`src/rtl/pattern_pkg.sv`:
```
// Shared types and constants for the pattern ROM arbiter.
package pattern_pkg;

  localparam int DEF_ADDR_W = 11;
  localparam int DEF_DATA_W = 8;
  localparam int CNT_W      = 4;

  localparam logic REQ_FRAME  = 1'b0;
  localparam logic REQ_SPRITE = 1'b1;

  typedef enum logic [1:0] {
    ARB_IDLE   = 2'd0,
    ARB_P0     = 2'd1,
    ARB_P1     = 2'd2,
    ARB_FORCE1 = 2'd3
  } arb_state_t;

  function automatic logic [CNT_W-1:0] sat_inc(input logic [CNT_W-1:0] v,
                                               input logic [CNT_W-1:0] lim);
    return (v >= lim) ? lim : v + 1'b1;
  endfunction

endpackage

```
`src/rtl/rom_tag_pipe.sv`:
```
// Tracks {valid, owner} of each ROM read through the ROM latency.
module rom_tag_pipe #(
  parameter int ROM_LAT = 1
) (
  input  logic clk,
  input  logic rst,
  input  logic in_valid,
  input  logic in_owner,
  output logic out_valid,
  output logic out_owner
);

  logic [ROM_LAT-1:0] vld;
  logic [ROM_LAT-1:0] own;

  always_ff @(posedge clk or negedge rst) begin
    if (!rst) begin
      vld <= '0;
      own <= '0;
    end else begin
      vld[0] <= in_valid;
      own[0] <= in_owner;
      for (int i = 1; i < ROM_LAT; i++) begin
        vld[i] <= vld[i-1];
        own[i] <= own[i-1];
      end
    end
  end

  assign out_valid = vld[ROM_LAT-1];
  assign out_owner = own[ROM_LAT-1];

endmodule

```
`src/rtl/pattern_rom_arbiter.sv`:
```
// Shares one single-port pattern ROM between the frame renderer (req0)
// and the sprite/text drawer (req1); req1 gets a forced slot after MAX_WAIT losses.
//
// state      | meaning
// ARB_IDLE   | no request seen last cycle
// ARB_P0     | req0 present, req0 has priority
// ARB_P1     | only req1 present, req1 served
// ARB_FORCE1 | req1 lost MAX_WAIT times in a row; next slot belongs to req1
module pattern_rom_arbiter
  import pattern_pkg::*;
#(
  parameter int ADDR_W   = DEF_ADDR_W,
  parameter int DATA_W   = DEF_DATA_W,
  parameter int ROM_LAT  = 1,
  parameter int MAX_WAIT = 4
) (
  input  logic              clk,
  input  logic              rst,
  input  logic              req0,
  input  logic [ADDR_W-1:0] addr0,
  output logic              gnt0,
  output logic              rvalid0,
  output logic [DATA_W-1:0] rdata0,
  input  logic              req1,
  input  logic [ADDR_W-1:0] addr1,
  output logic              gnt1,
  output logic              rvalid1,
  output logic [DATA_W-1:0] rdata1,
  output logic              rom_en,
  output logic [ADDR_W-1:0] rom_addr,
  input  logic [DATA_W-1:0] rom_data,
  output logic [3:0]        starve_cnt
);

  localparam logic [CNT_W-1:0] MAX_WAIT_C = CNT_W'(MAX_WAIT);

  arb_state_t       state_q, state_d;
  logic [CNT_W-1:0] cnt_q, cnt_d;
  logic             win0, win1;
  logic             rom_owner;
  logic             tag_valid, tag_owner;

  always_ff @(posedge clk or negedge rst) begin
    if (!rst) begin
      state_q <= ARB_IDLE;
      cnt_q   <= '0;
    end else begin
      state_q <= state_d;
      cnt_q   <= cnt_d;
    end
  end

  always_comb begin
    state_d = state_q;
    cnt_d   = cnt_q;
    win0    = 1'b0;
    win1    = 1'b0;

    case (state_q)
      ARB_FORCE1: begin
        if (req1)      win1 = 1'b1;
        else if (req0) win0 = 1'b1;
      end
      default: begin
        if (req0)      win0 = 1'b1;
        else if (req1) win1 = 1'b1;
      end
    endcase

    if (win1 || !req1) cnt_d = '0;
    else               cnt_d = sat_inc(cnt_q, MAX_WAIT_C);

    // Entering FORCE1 only makes sense while req1 is still waiting.
    if (req1 && cnt_d == MAX_WAIT_C) state_d = ARB_FORCE1;
    else if (req0)                   state_d = ARB_P0;
    else if (req1)                   state_d = ARB_P1;
    else                             state_d = ARB_IDLE;
  end

  always_ff @(posedge clk or negedge rst) begin
    if (!rst) begin
      gnt0      <= 1'b0;
      gnt1      <= 1'b0;
      rom_en    <= 1'b0;
      rom_addr  <= '0;
      rom_owner <= REQ_FRAME;
    end else begin
      gnt0      <= win0;
      gnt1      <= win1;
      rom_en    <= win0 | win1;
      rom_owner <= win1 ? REQ_SPRITE : REQ_FRAME;
      if (win0)      rom_addr <= addr0;
      else if (win1) rom_addr <= addr1;
    end
  end

  // Tag enters alongside the registered rom_en so it lines up with rom_data.
  rom_tag_pipe #(
    .ROM_LAT (ROM_LAT)
  ) u_tag_pipe (
    .clk       (clk),
    .rst       (rst),
    .in_valid  (rom_en),
    .in_owner  (rom_owner),
    .out_valid (tag_valid),
    .out_owner (tag_owner)
  );

  always_ff @(posedge clk or negedge rst) begin
    if (!rst) begin
      rvalid0 <= 1'b0;
      rvalid1 <= 1'b0;
      rdata0  <= '0;
      rdata1  <= '0;
    end else begin
      rvalid0 <= tag_valid && (tag_owner == REQ_FRAME);
      rvalid1 <= tag_valid && (tag_owner == REQ_SPRITE);
      if (tag_valid && tag_owner == REQ_FRAME)  rdata0 <= rom_data;
      if (tag_valid && tag_owner == REQ_SPRITE) rdata1 <= rom_data;
    end
  end

  assign starve_cnt = cnt_q;

endmodule

```
`config.mk`:
```
export PLATFORM = sky130hd
export DESIGN_NAME = pattern_rom_arbiter
export DESIGN_NICKNAME = d
export VERILOG_FILES = /design/src/rtl/pattern_pkg.sv /design/src/rtl/rom_tag_pipe.sv /design/src/rtl/pattern_rom_arbiter.sv
export SDC_FILE = /design/constraint.sdc
export NUM_CORES = 1
export LEC_CHECK = 0
export BUFFER_PORTS_ARGS = -buffer_cell sky130_fd_sc_hd__clkbuf_2
export CAP_MARGIN = 20
export CELL_PAD_IN_SITES_DETAIL_PLACEMENT = 1
export CELL_PAD_IN_SITES_GLOBAL_PLACEMENT = 2
export CORE_MARGIN = 5
export CORE_UTILIZATION = 26
export DETAILED_ROUTE_END_ITERATION = 16
export HOLD_SLACK_MARGIN = 0.06
export PLACE_DENSITY = 0.85
export SLEW_MARGIN = 30
export SYNTH_ARGS = -nofsm -noshare
export SYNTH_HDL_FRONTEND = slang
export SYNTH_SLANG_ARGS = --single-unit
```
`constraint.sdc`:
```
create_clock -name clk -period 1.2 [get_ports clk]
set_input_delay 0.18 -clock clk [delete_from_list [all_inputs] [get_ports clk]]
set_output_delay 0.18 -clock clk [all_outputs]
set_load 0.005 [all_outputs]
```
Word-level counts from Yosys, hierarchy flattened:

Index checks and enable logic that the tools add are counted.

* flip-flop bits (word level): 41
* bits in latches: 0
* bits in writable memories: 0
* memory bits (read-only): 0
* input port bits: 34
* output and inout port bits: 36
* logic and storage cells: 39
* memories: 0

* add/subtract/negate cells: 1
* $mul: 0
* div/mod/pow operators: 0
* magnitude comparators: 1
* equality and inequality tests: 2
* shift operators: 0
* muxes and demuxes: 14
* bitwise logic cells: 2
* reductions and logical operators: 6

Operators by type and width (count)
* 11-bit 2-to-1 mux: 2
* 4-bit 2-to-1 mux: 2
* 1-bit 2-to-1 mux: 7
* 2-bit 2-to-1 mux: 3
* 4-bit by 1-bit adder with 4-bit output, second input constant: 1
* 4-bit by 3-bit equality test with 1-bit output, second input constant: 1
* 4-bit by 3-bit greater-or-equal comparator with 1-bit output, second input constant: 1
* 1-bit logical AND: 3
* 2-bit equality test, second input constant: 1
* 2-bit nonzero test: 1
* 1-bit zero test: 1
* 1-bit logical OR: 1
* 1-bit NOT: 1
* 1-bit bitwise OR: 1

Depth between registers and ports, before layout:

* depth in word-level cells: 8
* gate-level depth with buffers: 4
* depth with buffers taken out: 4

Hierarchy:

From an unflattened synthesis, not the netlist that was laid out.

* cells, all modules: 102
* area total of the unflattened synthesis: 1500.2 sq um

Modules (own cells, without submodules)
* pattern_rom_arbiter: times used 1, cells each 100, area each 1450.1 sq um, seq. area each 950.9 sq um
* rom_tag_pipe: times used 1, cells each 2, area each 50.0 sq um, seq. area each 50.0 sq um

Worst setup path after synthesis:

OpenSTA, ideal clock, no wires.

* path type: reg2reg
* start: reg cnt_q[0] (netlist: starve_cnt[0])
* end: reg state_q[1]
* arrival time: 1.015 ns
* required time: 1.076 ns
* slack: 0.060 ns
* stages on the path, launching flop included: 5
* path buffers: 0
* period minus slack after synthesis: 1.140 ns
* cells stage by stage: dfrtp_1 ha_1 inv_1 a311oi_1 o2bb2ai_1

* cells in the longest elaborated chain, start to end: 6
* elaborated cells between the ends (all ways): 7
* those cells by class: add/sub: 1; order compare: 1; eq/ne: 1; mux: 3; reduce/logical: 1

RTL lines
* from (decl): line pattern_rom_arbiter.sv:38 `logic [CNT_W-1:0] cnt_q, cnt_d;`
* from (signal assigned): line pattern_rom_arbiter.sv:49 `cnt_q <= cnt_d;`
* 4-bit by 1-bit adder with 4-bit output or 4-bit by 3-bit greater-or-equal comparator with 1-bit output (tied branches): line pattern_pkg.sv:20 `return (v >= lim) ? lim : v + 1'b1;`
* 4-bit 2-to-1 mux *: line pattern_pkg.sv:20
* 4-bit 2-to-1 mux *: line pattern_rom_arbiter.sv:70 `if (win1 || !req1) cnt_d = '0;`
* 4-bit by 3-bit equality test with 1-bit output *: line pattern_rom_arbiter.sv:74 `if (req1 && cnt_d == MAX_WAIT_C) state_d = ARB_FORCE1;`
* 1-bit logical AND *: line pattern_rom_arbiter.sv:74
* 2-bit 2-to-1 mux *: line pattern_rom_arbiter.sv:74
* net state_d[1]: line pattern_rom_arbiter.sv:37 `arb_state_t state_q, state_d;`
* to (signal assigned): line pattern_rom_arbiter.sv:48 `state_q <= state_d;`
* to (decl): line pattern_rom_arbiter.sv:37

The timed path passes the listed nets; every way through them passes the cells marked *.
A chain may end at the register's enable or synchronous reset.

Worst setup path after layout:

* start: reg state_q[0]
* end: reg rom_addr[5]

* cells in the longest elaborated chain, start to end: 3
* elaborated cells between the ends (all ways): 5
* those cells by class: eq/ne: 1; mux: 3; reduce/logical: 1

RTL lines
* 2-bit equality test *: line pattern_rom_arbiter.sv:59 `case (state_q)`
* 1-bit 2-to-1 mux: line pattern_rom_arbiter.sv:59
* 11-bit 2-to-1 mux or 2-bit nonzero test (tied branches)
* to (signal assigned): line pattern_rom_arbiter.sv:92 `if (win0) rom_addr <= addr0;`
* to (signal assigned): line pattern_rom_arbiter.sv:93 `else if (win1) rom_addr <= addr1;`
* to (decl): line pattern_rom_arbiter.sv:30 `output logic [ADDR_W-1:0] rom_addr,`

Mark *: on every way between the ends. The rest lies on a longest branch, timed or not.

==> flow_metrics.py <==
metrics = {
    "worst_setup_path": {
        "end_kind": "flop",
        "worst_ep_arrival_time_ps": 1320,
        "cp_cell_sequence": "a21boi_2, nor2b_4, a221o_1",
        "critical_path_required_ps": 1370,
        "crit_path_max_incr_delay_ps": 390,
        "crit_family": "compound AO/OA/AOI/OAI gates",
        "crit_buf_inv": 0,
        "startpoint_type": "flop",
        "critPathKind": "reg -> reg",
        "slowest_stage": "dfrtp_1",
        "crit_fanout": 12,
    },
    "finish": {
        "nets": 218,
        "fill_cells": 621,
        "diodes": 0,
        "design_area_mm2": 0.00211,
        "layout-drive-gt1-share_pct": 57.9,
        "area_delta_synth_final_pct": 40.9,
    },
    "clock_network": {
        "path_clk_slew_ps": 70,
        "cts.sink_count": 40,
        "cts_buffer_depth": 2,
        "clock-root-buffer": "clkbuf_8",
        "clkLatencyLatePin_ps": 280,
        "numCtsBuffers": 5,
        "cts_tree": "built",
        "htree_num_levels": 2,
    },
    "global_routing": {
        "grt_pass1_vias": 1223,
        "grt_pass1_wl_mm": 6.20,
        "grt_max_degree": 41,
        "grt_use_total_pct": 10.7,
        "grt_overflow_total": 0,
        "antenna_found_initial": 0,
    },
    "synth": {
        "yosys-top-cells-count": "40 x dfrtp_1, 16 x mux2_2, 11 x a221o_1, 11 x and2_1, 4 x inv_1",
        "syn_area_per_cell_um2": 14.7,
        "synth_seq_area_share_pct": 66.7,
        "synth_seq_cells": 40,
        "synth_area_mm2": 0.00150,
        "yosys.cell_count.top_type": "dfrtp_1",
        "synth_top_cell_area_share_pct": 66.7,
        "synthArstFlopShare_pct": 100,
        "yosys.area_share.simple_pct": 7.59,
        "synth_ff_type": "dfrtp_1",
        "syn_nets": 137,
        "yosys_warnings": 0,
        "ys_top_cells_by_area": "dfrtp_1 67%, mux2_2 12%, a221o_1 7.3%",
        "muxShareOfSynthArea_pct": 12.0,
        "synth-edff-count": 0,
        "synth-xor-area-share_pct": 0,
        "synth.distinct_cells": 19,
        "synth_top_area_cell": "dfrtp_1",
        "synth_compound_area_share_pct": 9.67,
        "synth_top_family_by_area": "multiplexers",
        "synthAdderAreaFrac_pct": 0.834,
        "synthCells": 102,
    },
    "route": {
        "drtIter0Drc": 17,
        "vias": 1126,
        "routed_wirelength_mm": 3.77,
        "drtPass1Iterations": 3,
        "drcViolationCount": 0,
        "drt-vias-per-instance": 4.42,
        "detail-route-antenna-nets": 0,
        "avgRoutedWirePerCell_um": 14.8,
    },
    "worst_hold_path": {
        "hp-class": "in -> reg",
    },
    "pwr": {
        "power_frac_comb_pct": 16.5,
        "p_leak_nw": 1.06,
        "ir_drop_uv": 569,
        "pwr-share-seq_pct": 52.3,
        "p_clk_share_pct": 31.1,
        "p_sw_uw": 721,
        "p_per_area_mw_per_mm2": 1430,
        "internal_power_mw": 2.29,
        "swShare_pct": 23.9,
    },
    "die": {
        "start_util_pct": 26.9,
        "core_area_mm2": 0.00557,
        "die-width_um": 86.0,
        "boundaryPins": 70,
        "dieArea_mm2": 0.00739,
        "placementRows": 27,
        "die_height_um": 86.0,
    },
    "timing": {
        "finalMaxSlewViolations": 0,
        "hold_viol": 0,
        "skew_ps": 5.25,
        "finalSetupViolCount": 0,
        "finalCriticalPeriod_ps": 1150,
        "fmax_mhz": 870,
        "timing.hold.ws_ps": 116,
        "rsz0062_at_grt": "yes",
        "period_share_pct": 95.8,
    },
    "placement": {
        "portBuffers": 69,
        "placed_cell_area_mm2": 0.00199,
        "gp_congestion": 0.646,
        "hpwlAfterDp_mm": 2.91,
    },
    "job": {
        "maxCapViolCount": 0,
    },
    "status": {
        "status": "complete, no violations",
    },
}
==> routing by layer <==
metal	vias to the layer above	part of all wire (%)	track usage, %	wire (um)
li1	526	-	-	-
met1	545	46	14.2	1720
met2	50	45	16.7	1710
met3	5	8.0	3.75	301
met4	0	1.1	2.59	42
met5	-	0	0	0
==> layout make-up <==
cell class,instances,area (um^2),area share [%]
sequential,40,1000,47.4
multi-input combinational,53,475,22.5
timing repair buffer,79,435,20.6
clock buffer,7,96.3,4.56
tap,72,90.1,4.26
inverter,4,15.0,0.710
==> power groups by stage <==
stage	Combinational, mW	Clock [mW]	Sequential [mW]
after floorplan	0.189	0	1.61
after global placement	0.491	0	1.59
after detailed placement	0.506	0	1.60
after CTS	0.513	0.986	1.58
after global routing	0.552	1.05	1.60
final	0.498	0.939	1.58
==> final timing paths <==
check,start,endpoint,slack (ps),cells past startpoint
worst max-delay path,state_q[0]$_DFF_PN0_,rom_addr[5]$_DFFE_PN0P_,50,3
worst min-delay path,req0,state_q[0]$_DFF_PN0_,120,2
worst max register to register,state_q[0]$_DFF_PN0_,rom_addr[5]$_DFFE_PN0P_,50,3
worst min register to register,rom_en$_DFF_PN0_,u_tag_pipe.out_valid$_DFF_PN0_,390,0
max in group asynchronous,rst,u_tag_pipe.out_owner$_DFF_PN0_,600,3
min in group asynchronous,rst,rom_en$_DFF_PN0_,410,3
==> kinds of logic (layout without fill, tap and decap cells) <==
| kind of cell | after synthesis | after routing |
|---|---|---|
| muxes | 16 | 16 |
| AOI/OAI and AO/OA | 15 | 15 |
| and+or+nand+nor | 20 | 20 |
| other | 1 | 1 |
| adders and majority gates | 1 | 1 |
| buffers and inverters | 9 | 90 |
| DFF | 40 | 40 |
==> worst register-to-register path: stages, from the launching register on <==
cell and delay (ps):
dfrtp_1 390, a21boi_2 220, nor2b_4 120, a221o_1 310
==> cell usage in the layout (no fill, tap or decap), drive strengths merged <==
| cell | instances |
|---|---|
| clkbuf | 76 |
| dfrtp | 40 |
| mux2 | 16 |
| and2 | 11 |
| a221o | 11 |
| buf | 9 |
| inv | 4 |
| nand2 | 2 |
| nor2 | 2 |
| nor2b | 2 |
| nor4 | 2 |
| a31oi | 1 |
| a21boi | 1 |
| nor3 | 1 |
| a311oi | 1 |
| o2bb2ai | 1 |
| ha | 1 |
| dlygate4sd3 | 1 |
| conb | 1 |
==> per-stage QoR <==
step	power (mW)	setup TNS [ps]	instances	setup WS, ps	util, %
final	3.01	0	255	50.2	37.9
after detailed placement	2.11	-3570	247	-316	35.6
after floorplan	1.79	0	102	60.3	-
after global routing	3.20	-57.3	255	-15.1	37.9
after CTS	3.08	0	255	27.7	37.8
after global placement	2.09	-3150	247	-275	35.6
==> what timing repair did <==
action / CTS / global route
hold buffers: 1 / 0
pin swaps: 1 / 0
hold endpoints to repair: 40 / 0
resized for setup: 3 / 2
buffers inserted: 0 / 0
endpoints found under the setup margin: 13 / 9
==> state kept, by name, indices dropped and copies added, names as in the netlist <==
| name | cells |
|---|---|
| rom_addr | 11 |
| gnt0 | 1 |
| gnt1 | 1 |
| u_tag_pipe.out_owner | 1 |
| rdata0 | 8 |
| starve_cnt | 4 |
| state_q | 2 |
| rvalid1 | 1 |
| rvalid0 | 1 |
| rom_en | 1 |
| u_tag_pipe.out_valid | 1 |
| rdata1 | 8 |
Power figures use the tool's default switching activity.
